[config.mk]
export PLATFORM = sky130hd
export DESIGN_NAME = proc_trace_buf
export DESIGN_NICKNAME = d
export VERILOG_FILES = /design/src/rtl/proc_trace_pkg.sv /design/src/rtl/proc_trace_buf_mem.sv /design/src/rtl/proc_trace_buf.sv
export SDC_FILE = /design/constraint.sdc
export NUM_CORES = 1
export LEC_CHECK = 0
export BUFFER_PORTS_ARGS = -buffer_cell sky130_fd_sc_hd__buf_4
export CAP_MARGIN = 20
export CORE_MARGIN = 5
export CORE_UTILIZATION = 30
export CTS_CLUSTER_DIAMETER = 60
export DETAILED_ROUTE_END_ITERATION = 8
export GPL_ROUTABILITY_DRIVEN = 0
export PLACE_DENSITY = 0.47
export SLEW_MARGIN = 10
export SYNTH_ARGS = -nofsm -noshare
export SYNTH_HDL_FRONTEND = slang
export SYNTH_SLANG_ARGS = --single-unit
[constraint.sdc]
create_clock -name clk -period 10.48 [get_ports clk]
set_input_delay 1.048 -clock clk [delete_from_list [all_inputs] [get_ports clk]]
set_output_delay 1.048 -clock clk [all_outputs]
set_load 0.05 [all_outputs]
[src/rtl/proc_trace_pkg.sv]
// ---------------------------------------------------------------------------
// proc_trace_pkg
//   Shared types for the commit-trace capture buffer.
//   trace_rec_t     : one captured commit record {addr, inst, data}, addr in MSBs
//   TRACE_REC_NBITS : packed width of trace_rec_t, used for storage port widths
// ---------------------------------------------------------------------------
package proc_trace_pkg;

    typedef struct packed {
        logic [31:0] addr;
        logic [31:0] inst;
        logic [31:0] data;
    } trace_rec_t;

    localparam int TRACE_REC_NBITS = 96;

endpackage

[src/rtl/proc_trace_buf_mem.sv]
// ---------------------------------------------------------------------------
// proc_trace_buf_mem
//   DEPTH-entry record store for the trace buffer: one synchronous write port,
//   one asynchronous (combinational) read port. Contents are never reset.
//
//   clk      in   clock
//   wr_en    in   write enable, samples wr_data into slot wr_addr at posedge
//   wr_addr  in   write slot index
//   wr_data  in   record to store (TRACE_REC_NBITS bits)
//   rd_addr  in   read slot index
//   rd_data  out  record held in slot rd_addr, combinational
// ---------------------------------------------------------------------------
module proc_trace_buf_mem
    import proc_trace_pkg::*;
#(
    parameter int DEPTH = 16,
    parameter int AW    = $clog2(DEPTH)
) (
    input  logic                       clk,
    input  logic                       wr_en,
    input  logic [AW-1:0]              wr_addr,
    input  logic [TRACE_REC_NBITS-1:0] wr_data,
    input  logic [AW-1:0]              rd_addr,
    output logic [TRACE_REC_NBITS-1:0] rd_data
);

    logic [TRACE_REC_NBITS-1:0] mem_q [DEPTH];

    // Data storage carries no reset; stale slots are never visible because
    // the head is only meaningful while the buffer reports a valid record.
    always_ff @(posedge clk) begin
        if (wr_en) begin
            mem_q[wr_addr] <= wr_data;
        end
    end

    assign rd_data = mem_q[rd_addr];

endmodule

[src/rtl/proc_trace_buf.sv]
// ---------------------------------------------------------------------------
// proc_trace_buf
//   Captures one record per committed instruction from the processor trace
//   port into a circular buffer and drains it over a val/rdy dequeue port.
//   The trace side can never be stalled: when the buffer is full and nothing
//   drains in the same cycle, the record is dropped and overflow sticks high.
//
//   clk         in   clock
//   rst         in   synchronous, active-high reset
//   trace_val   in   commit record valid this cycle
//   trace_addr  in   PC of committed instruction
//   trace_inst  in   instruction word
//   trace_data  in   writeback data (stored unmodified)
//   deq_val     out  head slot holds a valid record
//   deq_rdy     in   consumer accepts the head this cycle
//   deq_addr    out  head record PC       (first-word-fall-through)
//   deq_inst    out  head record instruction
//   deq_data    out  head record data
//   count       out  records currently held, 0..DEPTH
//   overflow    out  sticky: at least one record was dropped
//   commit_cnt  out  total trace_val pulses since reset, wraps mod 2**CW
// ---------------------------------------------------------------------------
module proc_trace_buf
    import proc_trace_pkg::*;
#(
    parameter int DEPTH = 16,
    parameter int CW    = 32
) (
    input  logic                     clk,
    input  logic                     rst,
    input  logic                     trace_val,
    input  logic [31:0]              trace_addr,
    input  logic [31:0]              trace_inst,
    input  logic [31:0]              trace_data,
    output logic                     deq_val,
    input  logic                     deq_rdy,
    output logic [31:0]              deq_addr,
    output logic [31:0]              deq_inst,
    output logic [31:0]              deq_data,
    output logic [$clog2(DEPTH):0]   count,
    output logic                     overflow,
    output logic [CW-1:0]            commit_cnt
);

    localparam int                 AW       = $clog2(DEPTH);
    localparam int                 CNT_W    = AW + 1;
    localparam logic [CNT_W-1:0]   FULL_CNT = CNT_W'(DEPTH);

    logic [AW-1:0]    wr_ptr_q, wr_ptr_d;
    logic [AW-1:0]    rd_ptr_q, rd_ptr_d;
    logic [CNT_W-1:0] count_q, count_d;
    logic             overflow_q, overflow_d;
    logic [CW-1:0]    commit_cnt_q, commit_cnt_d;

    logic             full;
    logic             push;
    logic             pop;
    trace_rec_t       wr_rec;
    trace_rec_t       head_rec;

    assign full    = (count_q == FULL_CNT);
    assign deq_val = (count_q != '0);
    assign pop     = deq_val & deq_rdy;
    // A full buffer still accepts a record when the head leaves in the same
    // cycle: the write lands in the slot being freed, so count stays DEPTH.
    assign push    = trace_val & (~full | pop);

    assign wr_rec = '{addr: trace_addr, inst: trace_inst, data: trace_data};

    always_comb begin
        wr_ptr_d     = wr_ptr_q;
        rd_ptr_d     = rd_ptr_q;
        count_d      = count_q;
        overflow_d   = overflow_q;
        commit_cnt_d = commit_cnt_q;

        // Pointers are AW bits wide and DEPTH is a power of two, so the
        // natural binary rollover gives the DEPTH-1 -> 0 wrap.
        if (push) begin
            wr_ptr_d = wr_ptr_q + 1'b1;
        end
        if (pop) begin
            rd_ptr_d = rd_ptr_q + 1'b1;
        end

        case ({push, pop})
            2'b10:   count_d = count_q + 1'b1;
            2'b01:   count_d = count_q - 1'b1;
            default: count_d = count_q;
        endcase

        if (trace_val & ~push) begin
            overflow_d = 1'b1;
        end

        // Dropped records are still commits, so they are counted too.
        if (trace_val) begin
            commit_cnt_d = commit_cnt_q + 1'b1;
        end
    end

    always_ff @(posedge clk) begin
        if (rst) begin
            wr_ptr_q     <= '0;
            rd_ptr_q     <= '0;
            count_q      <= '0;
            overflow_q   <= 1'b0;
            commit_cnt_q <= '0;
        end else begin
            wr_ptr_q     <= wr_ptr_d;
            rd_ptr_q     <= rd_ptr_d;
            count_q      <= count_d;
            overflow_q   <= overflow_d;
            commit_cnt_q <= commit_cnt_d;
        end
    end

    proc_trace_buf_mem #(
        .DEPTH (DEPTH),
        .AW    (AW)
    ) u_mem (
        .clk     (clk),
        .wr_en   (push),
        .wr_addr (wr_ptr_q),
        .wr_data (wr_rec),
        .rd_addr (rd_ptr_q),
        .rd_data (head_rec)
    );

    assign deq_addr   = head_rec.addr;
    assign deq_inst   = head_rec.inst;
    assign deq_data   = head_rec.data;
    assign count      = count_q;
    assign overflow   = overflow_q;
    assign commit_cnt = commit_cnt_q;

endmodule

==> impl_metrics.env <==
export IMPL_seqPwrFrac_pct=43.0
export IMPL_grt_pass1_vias=29400
export IMPL_peakVddDrop_mv=0.163
export IMPL_grt_max_degree=148
export IMPL_drtIter0Drc=2102
export IMPL_cp_num_buf_inv=3
export IMPL_synth_top_area_share_pct=77.2
export IMPL_numCtsBuffers=180
export IMPL_cts_tree="done"
export IMPL_die_y_microns=456
export IMPL_core_rowCount=163
export IMPL_track_usage_pct=14.3
export IMPL_critPathTopFamily="buffers and inverters"
export IMPL_cp_arrival_ps=4600
export IMPL_path_common_cell="buf_4"
export IMPL_fin_cells=5539
export IMPL_finalHoldViolCount=0
export IMPL_p_int_mw=12.2
export IMPL_clk_latency_ps=810
export IMPL_die_area_sq_um=208000
export IMPL_grt_pass1_wl_mm=216
export IMPL_core_area_sq_um=198000
export IMPL_relSlewSlack_pct=24.9
export IMPL_start_kind="flip-flop"
export IMPL_synth_seq_cells=1586
export IMPL_cp_max_fo=57
export IMPL_initial_utilization_pct=30.2
export IMPL_synth_nets=2501
export IMPL_clockPowerShare_pct=36.7
export IMPL_syn_area_sq_um=59800
export IMPL_io_buffers=234
export IMPL_power_frac_comb_pct=20.3
export IMPL_cpPeakStageDelay_ps=1010
export IMPL_p_leak_nw=21.6
export IMPL_cts_htree_levels=4
export IMPL_drc=0
export IMPL_power_net_switching_mw=4.53
export IMPL_period_share_pct=53.9
export IMPL_yosys_warnings=0
export IMPL_wl_per_cell_microns=27.1
export IMPL_synth_cell_types=35
export IMPL_hold_buffers=0
export IMPL_antenna_found_initial=12
export IMPL_cp_cell_sequence="buf_4 > buf_4 > mux4_2 > mux4_2 > buf_4"
export IMPL_yosysTopAreaCell="edfxtp_1"
export IMPL_rsz0062_at_grt="false"
export IMPL_syn_to_final_growth_pct=18.4
export IMPL_layout_min_cycle_time_ps=5650
export IMPL_clockBufferDepth=3
export IMPL_tightest_slew_ps=1130
export IMPL_setup_viol=0
export IMPL_vias=26700
export IMPL_clock_sinks=1586
export IMPL_drt_total_wl_mm=150
export IMPL_slew_violations=0
export IMPL_power_density_nw_per_um2=236
export IMPL_clk_pin_slew_ps=50
export IMPL_cp_required_ps=9430
export IMPL_crit_type="reg2out"
export IMPL_max_freq_mhz=177
export IMPL_ant_nets=0
export IMPL_grt_overflow=0
export IMPL_dieWidth_microns=456
export IMPL_post_cts_resized=0
export IMPL_io_pins=235
export IMPL_hpwl_mm=76.3
export IMPL_status="completed"
export IMPL_p_sw_share_pct=27.1
export IMPL_synth_cells=2391
export IMPL_synthTopCellsByArea="edfxtp_1 (77%), mux4_2 (18%), dfxtp_1 (1.7%), xor2_1 (0.42%), nor2_1 (0.39%)"
export IMPL_synth_area_per_cell_sq_um=25.0
export IMPL_postCtsSetupBuffers=0
export IMPL_slowest_stage="dfxtp_4"
export IMPL_fin_tns_setup_ps=0
export IMPL_layout_nets=2861
export IMPL_seq_area_frac_synth_pct=78.8
export IMPL_min_path_type="reg2reg"
export IMPL_cts_root_buf="clkbuf_16"
export IMPL_dr_pass1_iters=5
export IMPL_drive_above_1_share_pct=36.6
export IMPL_endpoint_kind="output port"
export IMPL_place_inst=5207
export IMPL_via_per_inst=4.83
export IMPL_worst_clock_skew_ps=40.2
export IMPL_drv_cap=0
==> worst paths after layout <==
path,slack (ps),end,cells after the start,start
min,490,flip-flop,2,rd_ptr_q[1]$_SDFFE_PP0N_
max reg2reg,6720,u_mem.mem_q[9][41]$_DFFE_PP_,6,count[1]$_SDFFE_PP0P_
min reg2reg,490,flip-flop,2,rd_ptr_q[1]$_SDFFE_PP0N_
max,4830,deq_inst[10],5,flip-flop
==> sequential cells by signal, summed over array words and instances (netlist names), named ones only <==
signal	flops
wr_ptr_q	4
overflow	1
u_mem.mem_q	1536
rd_ptr_q	4
count	5
commit_cnt	32
==> logic make-up after synthesis <==
| kind of cell | count (synthesis) | synth area share [%] |
|---|---|---|
| flops | 1586 | 78.8 |
| mux | 484 | 18.2 |
| simple gates | 133 | 1.05 |
| buf+inv | 127 | 1.02 |
| xor+xnor | 40 | 0.586 |
| compound gates | 11 | 0.126 |
| fa+ha+maj | 10 | 0.222 |
==> power by group through the flow <==
stage                     sequential (mW)  clock (mW)  combinational [mW]
after global routing                 7.20        6.59                3.63
after detailed placement             7.33           0                3.50
final                                7.19        6.13                3.40
after global placement               7.32           0                3.45
after CTS                            7.19        6.32                3.51
after floorplan                      7.30           0                2.59
==> placed cells by master, fill, tap and decap left out, types with 10 or more instances in the layout <==
cell type  Yosys  routed
nand4_1       16      16
edfxtp_1    1536    1536
nand2_1       19      19
clkbuf_1      61      36
nor2_4         0      12
inv_6          0      14
buf_4         16     286
nor2_1        62      50
xor2_1        29      29
clkinv_2       0      26
clkinv_1       0      31
mux4_2       480     480
nand3_1       10      10
xnor2_1       11      11
clkbuf_16      0     181
dfxtp_1       50      46
bufinv_16      0      15
==> worst min-delay path, cell delays in order, from the launching register on <==
cell and delay (ps):
dfxtp_1 320, nand2_1 60, a21oi_1 60
==> layout make-up <==
class | instances | area [sq um]
diodes | 6 | 15.0
clock buffers | 218 | 4680
clock inverters | 106 | 1120
fillers | 18100 | 127000
inverters | 9 | 33.8
multi-input cells | 678 | 12200
flip-flops and latches | 1586 | 47100
well taps | 2640 | 3300
repair buffers | 296 | 2320
==> Yosys cell counts (all sizes together) <==
| cell | number |
|---|---|
| or4 | 2 |
| nand2b | 4 |
| ha | 9 |
| o21ai | 1 |
| a21oi | 4 |
| nand4 | 16 |
| nor2 | 62 |
| and2 | 1 |
| inv | 9 |
| mux2i | 3 |
| o211ai | 1 |
| and3 | 7 |
| and4 | 1 |
| edfxtp | 1536 |
| xnor2 | 11 |
| nand2 | 19 |
| mux2 | 1 |
| mux4 | 480 |
| clkbuf | 61 |
| buf | 57 |
| xor2 | 29 |
| dfxtp | 50 |
| a21o | 1 |
| a211oi | 1 |
| nor4 | 3 |
| nor3 | 7 |
| nor2b | 1 |
| fa | 1 |
| nand3 | 10 |
| o21a | 3 |
==> per-layer routing <==
layer	GRT usage, %	vias to the layer above	share of wire (%)
met5	0	-	0
met4	4.49	0	2.6
met3	2.57	238	4.5
met2	24.4	660	51
met1	18.6	14800	42
li1	-	11100	-
==> stage by stage <==
step	instance area, sq um	worst slack, ps	util, %	hold WS, ps	power, mW
floorplan	59800	1710	-	468	9.89
global placement	64900	5630	32.8	471	10.8
detailed placement	64900	5580	32.8	477	10.8
CTS	70700	4630	35.8	426	17.0
global route	70800	4480	35.8	468	17.4
finish	70800	4830	35.8	491	16.7
No activity file was read; power rests on OpenSTA's default activity.
